===== src/rtl/display_counter_if.sv =====
// Button/switch inputs and count outputs of the display counter front end.
// The master side drives buttons and switches; the slave side is the counter.
interface display_counter_if;
    logic       btn_inc;
    logic       btn_dec;
    logic       btn_load;
    logic [4:0] load_val;
    logic [4:0] count;
    logic       wrapped;

    modport master (
        output btn_inc,
        output btn_dec,
        output btn_load,
        output load_val,
        input  count,
        input  wrapped
    );

    modport slave (
        input  btn_inc,
        input  btn_dec,
        input  btn_load,
        input  load_val,
        output count,
        output wrapped
    );
endinterface


===== src/rtl/display_counter.sv =====
// Synchronizes and debounces three push-buttons and keeps a 5-bit wrapping
// count (load / inc / dec) that feeds the two-digit seven-segment converter.
module display_counter #(
    parameter int DEBOUNCE_CYCLES = 4
) (
    input  logic             clk,
    input  logic             reset,
    display_counter_if.slave bus
);
    localparam int NBTN     = 3;
    localparam int BTN_INC  = 0;
    localparam int BTN_DEC  = 1;
    localparam int BTN_LOAD = 2;
    localparam logic [7:0] DCNT_LAST = 8'(DEBOUNCE_CYCLES - 1);

    typedef enum logic [1:0] {
        ACT_HOLD,
        ACT_LOAD,
        ACT_INC,
        ACT_DEC
    } action_e;

    logic [NBTN-1:0] w_btn_raw;
    logic [NBTN-1:0] r_s1;
    logic [NBTN-1:0] r_s2;
    logic [NBTN-1:0] w_stable;
    logic [NBTN-1:0] r_stable_d;
    logic [NBTN-1:0] w_press;

    assign w_btn_raw = {bus.btn_load, bus.btn_dec, bus.btn_inc};

    // NOTE: sequential state uses non-blocking assignments so every flop
    // samples the pre-edge value of its neighbours (s1 -> s2 stays a 2-stage chain).
    always_ff @(posedge clk or posedge reset) begin
        if (reset) begin
            r_s1       <= '0;
            r_s2       <= '0;
            r_stable_d <= '0;
        end else begin
            r_s1       <= w_btn_raw;
            r_s2       <= r_s1;
            r_stable_d <= w_stable;
        end
    end

    // A level change is accepted only after D consecutive differing samples;
    // any return to the old level restarts the count.
    for (genvar g = 0; g < NBTN; g++) begin : g_debounce
        logic       r_stable;
        logic [7:0] r_dcnt;

        always_ff @(posedge clk or posedge reset) begin
            if (reset) begin
                r_stable <= 1'b0;
                r_dcnt   <= '0;
            end else if (r_s2[g] == r_stable) begin
                r_dcnt   <= '0;
            end else if (r_dcnt == DCNT_LAST) begin
                r_stable <= r_s2[g];
                r_dcnt   <= '0;
            end else begin
                r_dcnt   <= r_dcnt + 8'd1;
            end
        end

        assign w_stable[g] = r_stable;
    end

    assign w_press = w_stable & ~r_stable_d;

    action_e    w_action;
    logic [5:0] w_sum;
    logic [5:0] w_diff;
    logic [4:0] r_count;
    logic       r_wrapped;

    // Bit 5 carries the carry (inc) or borrow (dec) out of the 5-bit count.
    assign w_sum  = {1'b0, r_count} + 6'd1;
    assign w_diff = {1'b0, r_count} - 6'd1;

    // NOTE: the default assignment first keeps this block free of latches.
    always_comb begin
        w_action = ACT_HOLD;
        if (w_press[BTN_LOAD]) begin
            w_action = ACT_LOAD;
        end else if (w_press[BTN_INC] && w_press[BTN_DEC]) begin
            w_action = ACT_HOLD;
        end else if (w_press[BTN_INC]) begin
            w_action = ACT_INC;
        end else if (w_press[BTN_DEC]) begin
            w_action = ACT_DEC;
        end
    end

    always_ff @(posedge clk or posedge reset) begin
        if (reset) begin
            r_count   <= '0;
            r_wrapped <= 1'b0;
        end else begin
            case (w_action)
                ACT_LOAD: begin
                    r_count   <= bus.load_val;
                    r_wrapped <= 1'b0;
                end
                ACT_INC: begin
                    r_count   <= w_sum[4:0];
                    r_wrapped <= w_sum[5];
                end
                ACT_DEC: begin
                    r_count   <= w_diff[4:0];
                    r_wrapped <= w_diff[5];
                end
                default: begin
                    r_wrapped <= 1'b0;
                end
            endcase
        end
    end

    assign bus.count   = r_count;
    assign bus.wrapped = r_wrapped;
endmodule


===== src/flat_wrapper.sv =====
// flat-port wrapper written by rule: the top's interface ports become plain ports
module display_counter_flat 
#(
    parameter int DEBOUNCE_CYCLES = 4
)
  (clk, reset, bus_btn_inc, bus_btn_dec, bus_btn_load, bus_load_val, bus_count, bus_wrapped);
  display_counter_if bus_i ();
  input  logic clk;
  input  logic reset;
  input wire logic [$bits(bus_i.btn_inc)-1:0] bus_btn_inc;
  input wire logic [$bits(bus_i.btn_dec)-1:0] bus_btn_dec;
  input wire logic [$bits(bus_i.btn_load)-1:0] bus_btn_load;
  input wire logic [$bits(bus_i.load_val)-1:0] bus_load_val;
  output wire logic [$bits(bus_i.count)-1:0] bus_count;
  output wire logic [$bits(bus_i.wrapped)-1:0] bus_wrapped;
  assign bus_i.btn_inc = bus_btn_inc;
  assign bus_i.btn_dec = bus_btn_dec;
  assign bus_i.btn_load = bus_btn_load;
  assign bus_i.load_val = bus_load_val;
  assign bus_count = bus_i.count;
  assign bus_wrapped = bus_i.wrapped;
  display_counter #(.DEBOUNCE_CYCLES(DEBOUNCE_CYCLES)) u_core (.clk(clk), .reset(reset), .bus(bus_i));
endmodule

===== config.mk =====
export PLATFORM = sky130hd
export DESIGN_NAME = display_counter_flat
export DESIGN_NICKNAME = d
export VERILOG_FILES = /design/src/rtl/display_counter_if.sv /design/src/rtl/display_counter.sv /design/src/flat_wrapper.sv
export SDC_FILE = /design/constraint.sdc
export NUM_CORES = 1
export LEC_CHECK = 0
export CAP_MARGIN = 10
export CORE_UTILIZATION = 51
export CTS_CLUSTER_DIAMETER = 150
export DETAILED_ROUTE_END_ITERATION = 10
export PLACE_DENSITY = 0.74
export SYNTH_ARGS = -nofsm -noshare
export SYNTH_HDL_FRONTEND = slang
export SYNTH_SLANG_ARGS = --single-unit

===== constraint.sdc =====
create_clock -name clk -period 1.63 [get_ports clk]
set_input_delay 0.2445 -clock clk [delete_from_list [all_inputs] [get_ports clk]]
set_output_delay 0.2445 -clock clk [all_outputs]
set_load 0.05 [all_outputs]

==> results of run 1 <==
[where the power goes]
group	internal, W	switching [W]	total, W
Combinational	0.000875	0.00112	0.00200
Clock	0.000300	0.000361	0.000661
Sequential	0.00129	0.000254	0.00154
Total	0.00246	0.00174	0.00420
[worst paths after layout]
path / startpoint / end / slack, ns / cells past startpoint
min reg2reg: u_core.r_s1[1]$_DFF_PP0_ / u_core.r_s2[1]$_DFF_PP0_ / 0.36 / 0
max in group asynchronous: reset / u_core.bus.count[1]$_DFFE_PP0P_ / 1.13 / 3
max reg2reg: u_core.bus.count[1]$_DFFE_PP0P_ / u_core.bus.count[4]$_DFFE_PP0P_ / 0.03 / 6
min: reset / u_core.r_s1[2]$_DFF_PP0_ / 0.30 / 3
max: u_core.bus.count[1]$_DFFE_PP0P_ / u_core.bus.count[4]$_DFFE_PP0P_ / 0.03 / 6
min in group clk: u_core.r_s1[1]$_DFF_PP0_ / u_core.r_s2[1]$_DFF_PP0_ / 0.36 / 0
[worst max-delay path, stage by stage, from the launching register on]
cell	delay (ns)
dfrtp_2	0.45
inv_1	0.11
ha_2	0.20
nor3b_4	0.20
xor2_1	0.20
o22ai_1	0.11
a211oi_1	0.24
[registers in the layout (all words and copies together) (netlist names)]
| signal | cells |
|---|---|
| u_core.r_s2 | 3 |
| u_core.bus.count | 5 |
| u_core.r_stable_d | 3 |
| u_core.r_s1 | 3 |
| u_core.g_debounce.r_dcnt | 24 |
| u_core.bus.wrapped | 1 |
| u_core.g_debounce.r_stable | 3 |
[through the flow]
step	instances	instance area [µm²]	TNS, ns	utilization (%)	total power (W)
2_1_floorplan	183	1980	-0.0786	-	0.00284
3_3_place_gp	251	2220	0	60.2	0.00329
3_5_place_dp	251	2220	-0.0624	60.2	0.00338
4_1_cts	259	2320	-0.00331	62.9	0.00408
5_1_grt	259	2370	-0.0618	64.2	0.00451
6_report	259	2370	0	64.2	0.00420
[layer usage]
metal / wire length [µm] / share of wire, %
met3: 186 / 5.3
met5: 0 / 0
met2: 1680 / 48
met1: 1540 / 44
met4: 109 / 3.1
[cell families (layout without fill, tap and decap cells)]
logic type,after synthesis,in the layout,share of synthesized area [%]
AOI/OAI and AO/OA,16,16,6.52
xor gates and xnor gates,27,27,12.0
adders and majority gates,6,6,3.80
buffers and inverters,9,37,2.28
DFF,42,42,53.2
muxes,3,3,1.71
and+or+nand+nor,80,80,20.5
[Yosys cell counts]
| cell type | n | area, µm² |
|---|---|---|
| a2111oi_0 | 1 | 8.76 |
| a211oi_1 | 2 | 15.0 |
| a21oi_1 | 4 | 20.0 |
| a2bb2oi_1 | 1 | 8.76 |
| a41oi_1 | 1 | 8.76 |
| and2_1 | 3 | 18.8 |
| and3_1 | 10 | 62.6 |
| buf_4 | 1 | 7.51 |
| buf_6 | 1 | 11.3 |
| dfrtp_1 | 42 | 1050 |
| ha_1 | 6 | 75.1 |
| inv_1 | 7 | 26.3 |
| mux2_1 | 3 | 33.8 |
| nand2_1 | 10 | 37.5 |
| nand2b_1 | 2 | 12.5 |
| nand3_1 | 13 | 65.1 |
| nand4_1 | 1 | 6.26 |
| nand4b_1 | 1 | 8.76 |
| nor2_1 | 26 | 97.6 |
| nor2b_1 | 3 | 18.8 |
| nor3_1 | 6 | 30.0 |
| nor3b_1 | 1 | 7.51 |
| nor4b_1 | 3 | 26.3 |
| o21ai_0 | 2 | 10.0 |
| o221ai_2 | 1 | 15.0 |
| o22ai_1 | 2 | 12.5 |
| o31ai_4 | 1 | 21.3 |
| o32ai_1 | 1 | 8.76 |
| or4b_4 | 1 | 13.8 |
| xnor2_1 | 10 | 87.6 |
| xor2_1 | 17 | 149 |
[cell type report]
class	count	area, µm²
Clock buffer	5	68.8
Clock inverter	3	21.3
Fill cell	293	1320
Inverter	7	26.3
Multi-Input combinational cell	132	936
Sequential cell	42	1050
Tap cell	48	60.1
Timing Repair Buffer	22	200
[repair_timing]
action / 4_1_cts / 5_1_grt
pin swaps: 2 / 1
endpoints found under the hold margin: 0 / 0
setup endpoints to repair: 3 / 11
resized for setup: 3 / 11
==> results.txt, run 1 <==
Across every metal layer, demand over resource in global routing totals 20.0%. The logs give 0 for the initial antenna violation count and 0.00597 ns for the clock skew after layout. The area of the die is 4130 µm², and the first-pass GRT wire length is 6270 µm.

The number of synthesized register bits was 42; the ratio of total power to cell area was 1770 nW/µm². In the layout the commonest cells are dfrtp_1, nor2_1, xor2_1, nand3_1, buf_4. CTS built an H-tree with a depth of 2.

The number of I/O port buffers was 15. The core region is 3690 µm². The final weighted congestion in routability-driven placement was 0.846; the clock edge transition at the registers on the reported setup and hold paths was 0.08 ns.

The number of violations of the max-capacitance limit came out at 0. Data on the critical path arrives at its endpoint at 1.81 ns. The clock period minus final worst setup slack is 1.60 ns, and the largest fanout on the critical path is 5. Setup repair after global routing could not meet its margin everywhere. The global routing met2 resource utilization was 33.0%. The area growth from synthesis to layout is 19.8%. Data on the critical path is required at its endpoint by 1.84 ns. Dividing the final minimum period by the clock period gives 98.3%. The worst slew margin relative to its limit was 65.5%; the share of post-route cells with drive strength above 1 was 17.5%. After global routing, the most crowded layer is met2. The cell area that synthesis handed to floorplanning was 1980 µm². In this run the static leakage power is 1.08 nW.

The number of primary I/O pins was 16. TritonCTS built the clock tree. The violation count after the first detailed-route iteration came out at 101. The number of global-route vias before repair came out at 1,501. The run gives 0.624 GHz as the upper clock frequency limit.

From left edge to right edge, the die measures 64.2 µm. STA classifies the critical path endpoint as a register. The part of the Yosys area used for sequential elements is 53.2%, and the detail-routed via count per cell is 5.45. Synthesis produced a netlist with a net count of 199. The logs give 53.6% for the starting density of the core and 24.3% for the met1 capacity usage during global routing. The number of standard cells after synthesis was 183; the actual slew at the worst max-slew pin was 0.516 ns.

STA classifies the critical path startpoint as a register. The count of pins over their slew limit is 0. The run finished with clean final reports. Class of the tightest hold or removal check: input pin to async pin. Number of DRC violations after detailed routing: 0. The final count of negative-setup-slack endpoints is 0.

Buffers inserted during clock tree synthesis total 5. 0 antenna diodes ended up in the layout. The floorplan has 22 rows. The first TritonRoute pass finished after 4 iterations. The logs give 0 for the aggregate global routing overflow and 31 for the post-synthesis cell type count.

After detailed routing, the average wire length per cell comes to 13.5 µm. The tools report the clock root buffer as clkbuf_8. The mean cell area of the mapped netlist is 10.8 µm², and the setup slack at placement is -0.0603 ns. The run gives 42 as the clock net sink count. Clock latency on the worst-skew pair, taken at its later pin, is 0.30 ns. For the number of buffers between clock root and the deepest sink, the log shows 2. Startpoint-to-endpoint class of the critical path: register to register. The run gives 2500 µm as the placed wire-length estimate.

The worst hold slack came out at 0.295 ns. The tools report the worst setup margin as 0.0285 ns. For met3 alone, demand over resource in global routing was 5.00%. The routed layout has 1,412 vias. Total number of nets in the final design: 226. The worst-case IR drop observed on VDD is 0.00106 V.

Wires add up to 3510 µm. The post-CTS repair timing setup buffer count is 0. The library cell used most frequently in the layout, excluding fill and tap cells, is dfrtp_1.

The Yosys warning count is 0. The count of antenna-violating nets left after detailed routing was 0; the vertical die dimension was 64.2 µm. The final hold violation count is 0. Buffers inserted to repair hold after CTS numbered 0. Entering global routing, the biggest net connects 43 pins.
Power figures use the tool's default switching activity.
==> inputs of run 2 (changes only) <==
ABC_AREA = 1   (was not set)
CORE_UTILIZATION = 52   (was 51)
PLACE_DENSITY = 0.75   (was 0.74)
==> run 2 against run 1 <==
Effect of this change:
- via count increased by 11%
- maximum frequency is 10% higher
- clock power grew 20%
- clock-buffer cell count increased by 2
- combinational power fell by 11%
- design area increased by 1.6%
- critical path depth grew 3
- first-iteration DRC count fell by 3.0%
- sequential power is 3% lower
- final cell count increased by 24%
- worst hold slack lost 0.073 ns
- die area rose by 1.8%
- highest routed layer unchanged
==> results.txt, run 2 <==
Yosys instantiated no cell more often than dfrtp_1. The post-route clock period utilization was 89.3% (-8.9 points). Width of the chip: 64.8 µm (+0.90%). The worst setup path is captured at a register.

The tools report the final weighted congestion in routability-driven placement as 0.810 (-4.2%). The number of cells on the worst reg-to-reg path is 9 (+3). The number of DRC violations after detailed routing is 0 (unchanged).

The run finished with clean final reports. The via total after detailed routing is 1,561 (+11%). The area of the die was 4200 µm² (+1.8%); the insertion delay to the later sink of the worst-skew pair was 0.29 ns (about the same). The detail-routed net length per standard cell is 10.5 µm (-23%), and the clock period minus final worst setup slack is 1.46 ns (-0.145 ns). The clock edge transition at the registers on the reported setup and hold paths is 0.07 ns (about the same), and the actual slew at the worst max-slew pin is 0.392 ns (-0.124 ns). The end-of-flow core utilization was 64.7% (+0.57 points). The starting density of the core was 55.2% (+1.7 points).

The overall global routing resource usage is 19.1% (-0.87 points), and the final count of negative-setup-slack endpoints is 0 (unchanged). The logs give 0.222 ns (-0.0732 ns) for the worst hold slack and 0 (unchanged) for the count of pins over their slew limit. By count the netlist is led by dfrtp_1, inv_1, nor2_1, nand2_1, nand3_1. The slowest cell on the critical path is dfrtp_1. The Yosys warning count was 0 (unchanged). The worst reg-to-reg setup slack was 0.17 ns (+0.15 ns); the placed wire-length estimate was 2430 µm (-2.5%).

In this run the critical register-to-register path is launched from u_core.g_debounce[1].r_stable$_DFFE_PP0P_. The tools report the part of the Yosys area used for sequential elements as 51.2% (-2.0 points). The ratio of total power to cell area is 1700 nW/µm² (-4.3%).

The post-synthesis adder-cell area fraction was 3.66% (-0.14 points). Share of post-route cells with drive strength above 1: 9.52% (-8.0 points). The total CTS buffers came out at 5 (unchanged). Leaving out fill and tap cells, the most frequent cell in the layout is dfrtp_1. The area share of the largest cell type after synthesis came out at 51.2% (-2.0 points). The post-synthesis cell area was 2050 µm² (+3.9%). Walking the worst path, the cells encountered are inv_1 -> nor2_1 -> ha_1 -> inv_2 -> nand2_2 -> inv_1 -> nand2_1 -> o211ai_1 -> o21ai_0.

The final cell count without fillers is 321 (+24%), and the final wirelength is 3370 µm (-4.0%). For the cell count after placement, the log shows 312 (+24%). For the number of violations of the max-capacitance limit, the log shows 0 (unchanged). The clock skew after layout came out at 0.00752 ns (+0.00155 ns).

The multiplexer area fraction after synthesis was 0% (-1.7 points). Yosys attributes the largest share of cell area to dfrtp_1, inv_1, nor2_1. The run gives 3720 µm² (+0.75%) as the core outline area. The final hold violation count was 0 (unchanged); the data required time at the worst endpoint was 1.79 ns (-0.05 ns).

The number of I/O port buffers was 15 (unchanged). In this run the clock root is driven by a clkbuf_8. The maximum single-stage delay on the critical path is 0.38 ns (-0.07 ns).

The detail-routed via count per cell is 4.86 (-11%), and the post-synthesis cell type count is 20 (-35%). For the fill cell instance count of the final layout, the log shows 316 (+7.8%). The aggregate global routing overflow was 0 (unchanged); the violation count after the first detailed-route iteration was 98 (-3.0%). The run gives 2 (unchanged) as the number of buffers between clock root and the deepest sink.

The area growth from synthesis to final layout is 17.3%, and the worst slew margin relative to its limit is 73.9% (+8.4 points). In this run the critical register-to-register path is captured at u_core.bus.count[0]$_DFFE_PP0P_. Antenna diode instance count: 0 (unchanged). The leakage dissipation was 1.14 nW (+5.8%).

The initial antenna violation count came out at 0 (unchanged). The startpoint-to-endpoint class of the critical path is register to register. The xor and xnor fraction of the mapped netlist area is 4.57% (-7.4 points). The critical path's most frequent cell was inv_1.

TritonCTS built the clock tree. The total number of nets in the final design was 288 (+27%); the setup TNS after final layout was 0 ns (unchanged). Count of antenna-violating nets left after detailed routing: 0 (unchanged). The critical path launch point type was a register.

After synthesis, the largest family of logic cells by area is simple AND/OR/NAND/NOR gates. For the first-pass iteration count of the detailed router, the log shows 6 (+2). Counting flops per register, the top entry is u_core.g_debounce.r_dcnt.

The number of synthesized register bits works out to 42 (unchanged). The share of flip-flops with an asynchronous set or reset was 100% (unchanged); the standard-cell row count was 22 (unchanged). The synthesized-area fraction occupied by ao, oa, aoi and oai cells works out to 6.04% (-0.49 points). The run gives 1.62 ns (-0.19 ns) as the arrival time at the worst endpoint.

The top cell types in the final layout, fill and taps aside, are dfrtp_1, inv_1, nor2_1, nand2_1, nand3_1. The maximum vdd drop came out at 0.00101 V (-4.2%). Number of nets produced by synthesis: 263 (+32%).

Clock net sink count: 42 (unchanged). The most used flip-flop cell after synthesis is dfrtp_1. The largest net degree at the start of global routing was 35 (-19%); the upper clock frequency limit was 0.687 GHz (+10%). The number of global-route vias before repair came out at 1,507 (+0.40%). The first-pass GRT wire length is 6180 µm (-1.4%), and the mean cell area of the mapped netlist is 8.31 µm² (-23%). The simple logic cell fraction of the synthesized area is 26.6% (+6.1 points), and the number of flip-flops under the largest register name is 24 (unchanged).

dfrtp_1 takes more of the synthesized area than any other cell. The largest fanout on the critical path is 5 (unchanged). The class of the tightest hold or removal check was input pin to async pin. Number of primary I/O pins: 16 (unchanged). The logs give 247 (+35%) for the number of standard cells after synthesis and 2 (unchanged) for the level count of the clock H-tree. Setup repair after global routing left no endpoint under its margin. The vertical die dimension is 64.8 µm (+0.90%). The number of flops mapped to enable cells by yosys came out at 0 (unchanged). For the number of hold buffers added after CTS, the log shows 0 (unchanged).
run 2: cell types whose count changed after synthesis, moves of 8 or more:
cell,previous run,this run
a21oi_1,4,14
and3_1,10,0
inv_1,7,40
nand2_1,10,38
nand3_1,13,24
nand4_1,1,9
nor2_1,26,39
xor2_1,17,2
run 2: metrics by stage:
stage | area, µm² | power, W | setup slack, ns
2_1_floorplan | 2050 | 0.00283 | 0.106
3_3_place_gp | 2290 | 0.00326 | 0.125
3_5_place_dp | 2290 | 0.00328 | 0.0450
4_1_cts | 2400 | 0.00409 | 0.0352
5_1_grt | 2410 | 0.00444 | 0.0379
6_report | 2410 | 0.00409 | 0.174
run 2: worst max path at each step:
| stage | from | end | cells past startpoint |
|---|---|---|---|
| global placement | u_core.g_debounce[1].r_stable$_DFFE_PP0P_ | u_core.bus.count[0]$_DFFE_PP0P_ | 9 |
| finish | u_core.g_debounce[1].r_stable$_DFFE_PP0P_ | u_core.bus.count[0]$_DFFE_PP0P_ | 9 |
| detailed placement | u_core.g_debounce[1].r_stable$_DFFE_PP0P_ | u_core.bus.count[0]$_DFFE_PP0P_ | 9 |
| CTS | u_core.g_debounce[1].r_stable$_DFFE_PP0P_ | u_core.bus.count[0]$_DFFE_PP0P_ | 9 |
| floorplan | u_core.bus.count[0]$_DFFE_PP0P_ | u_core.bus.count[2]$_DFFE_PP0P_ | 6 |
| global route | u_core.g_debounce[1].r_stable$_DFFE_PP0P_ | u_core.bus.count[0]$_DFFE_PP0P_ | 9 |
run 2: layout make-up:
cell class / instances / area [µm²] / area share (%)
Multi-Input combinational cell: 162 / 841 / 34.9
Timing Repair Buffer: 19 / 190 / 7.90
Tap cell: 48 / 60.1 / 2.50
Sequential cell: 42 / 1050 / 43.7
Clock inverter: 1 / 30.0 / 1.25
Inverter: 42 / 158 / 6.55
Clock buffer: 7 / 76.3 / 3.17
run 2: critical path, delay by kind of cell, from the launching register on:
kind                       cells  cell delay [ns]
DFF                            1             0.38
adders and majority gates      1             0.31
buffers and inverters          3             0.27
AOI/OAI and AO/OA              2             0.19
and+or+nand+nor                3             0.18
run 2: metal layers:
| metal | up-vias | global-route usage [%] | wire length [µm] |
|---|---|---|---|
| met1 | 705 | 24.7 | 1690 |
| met5 | - | 0 | 0 |
| met4 | 0 | 5.00 | 17 |
| li1 | 836 | - | - |
| met2 | 18 | 31.4 | 1560 |
| met3 | 2 | 5.28 | 98 |
run 2: where the power goes:
part           internal (W)  switching, W  leakage, nW  total, W
clock network      0.000458      0.000332       0.0524  0.000790
logic              0.000693       0.00110        0.546   0.00179
registers           0.00127      0.000232        0.544   0.00150
run 2: repair_timing:
item | 4_1_cts | 5_1_grt
buffers inserted | 0 | 1
gates resized for setup | 0 | 2
setup endpoints to repair | 0 | 4
run 2: logic make-up (layout without fill, tap and decap cells):
| family | count (synthesis) | in the layout |
|---|---|---|
| xor+xnor | 9 | 9 |
| simple gates | 123 | 123 |
| buf+inv | 43 | 69 |
| fa+ha+maj | 6 | 6 |
| flops | 42 | 42 |
| compound gates | 24 | 24 |
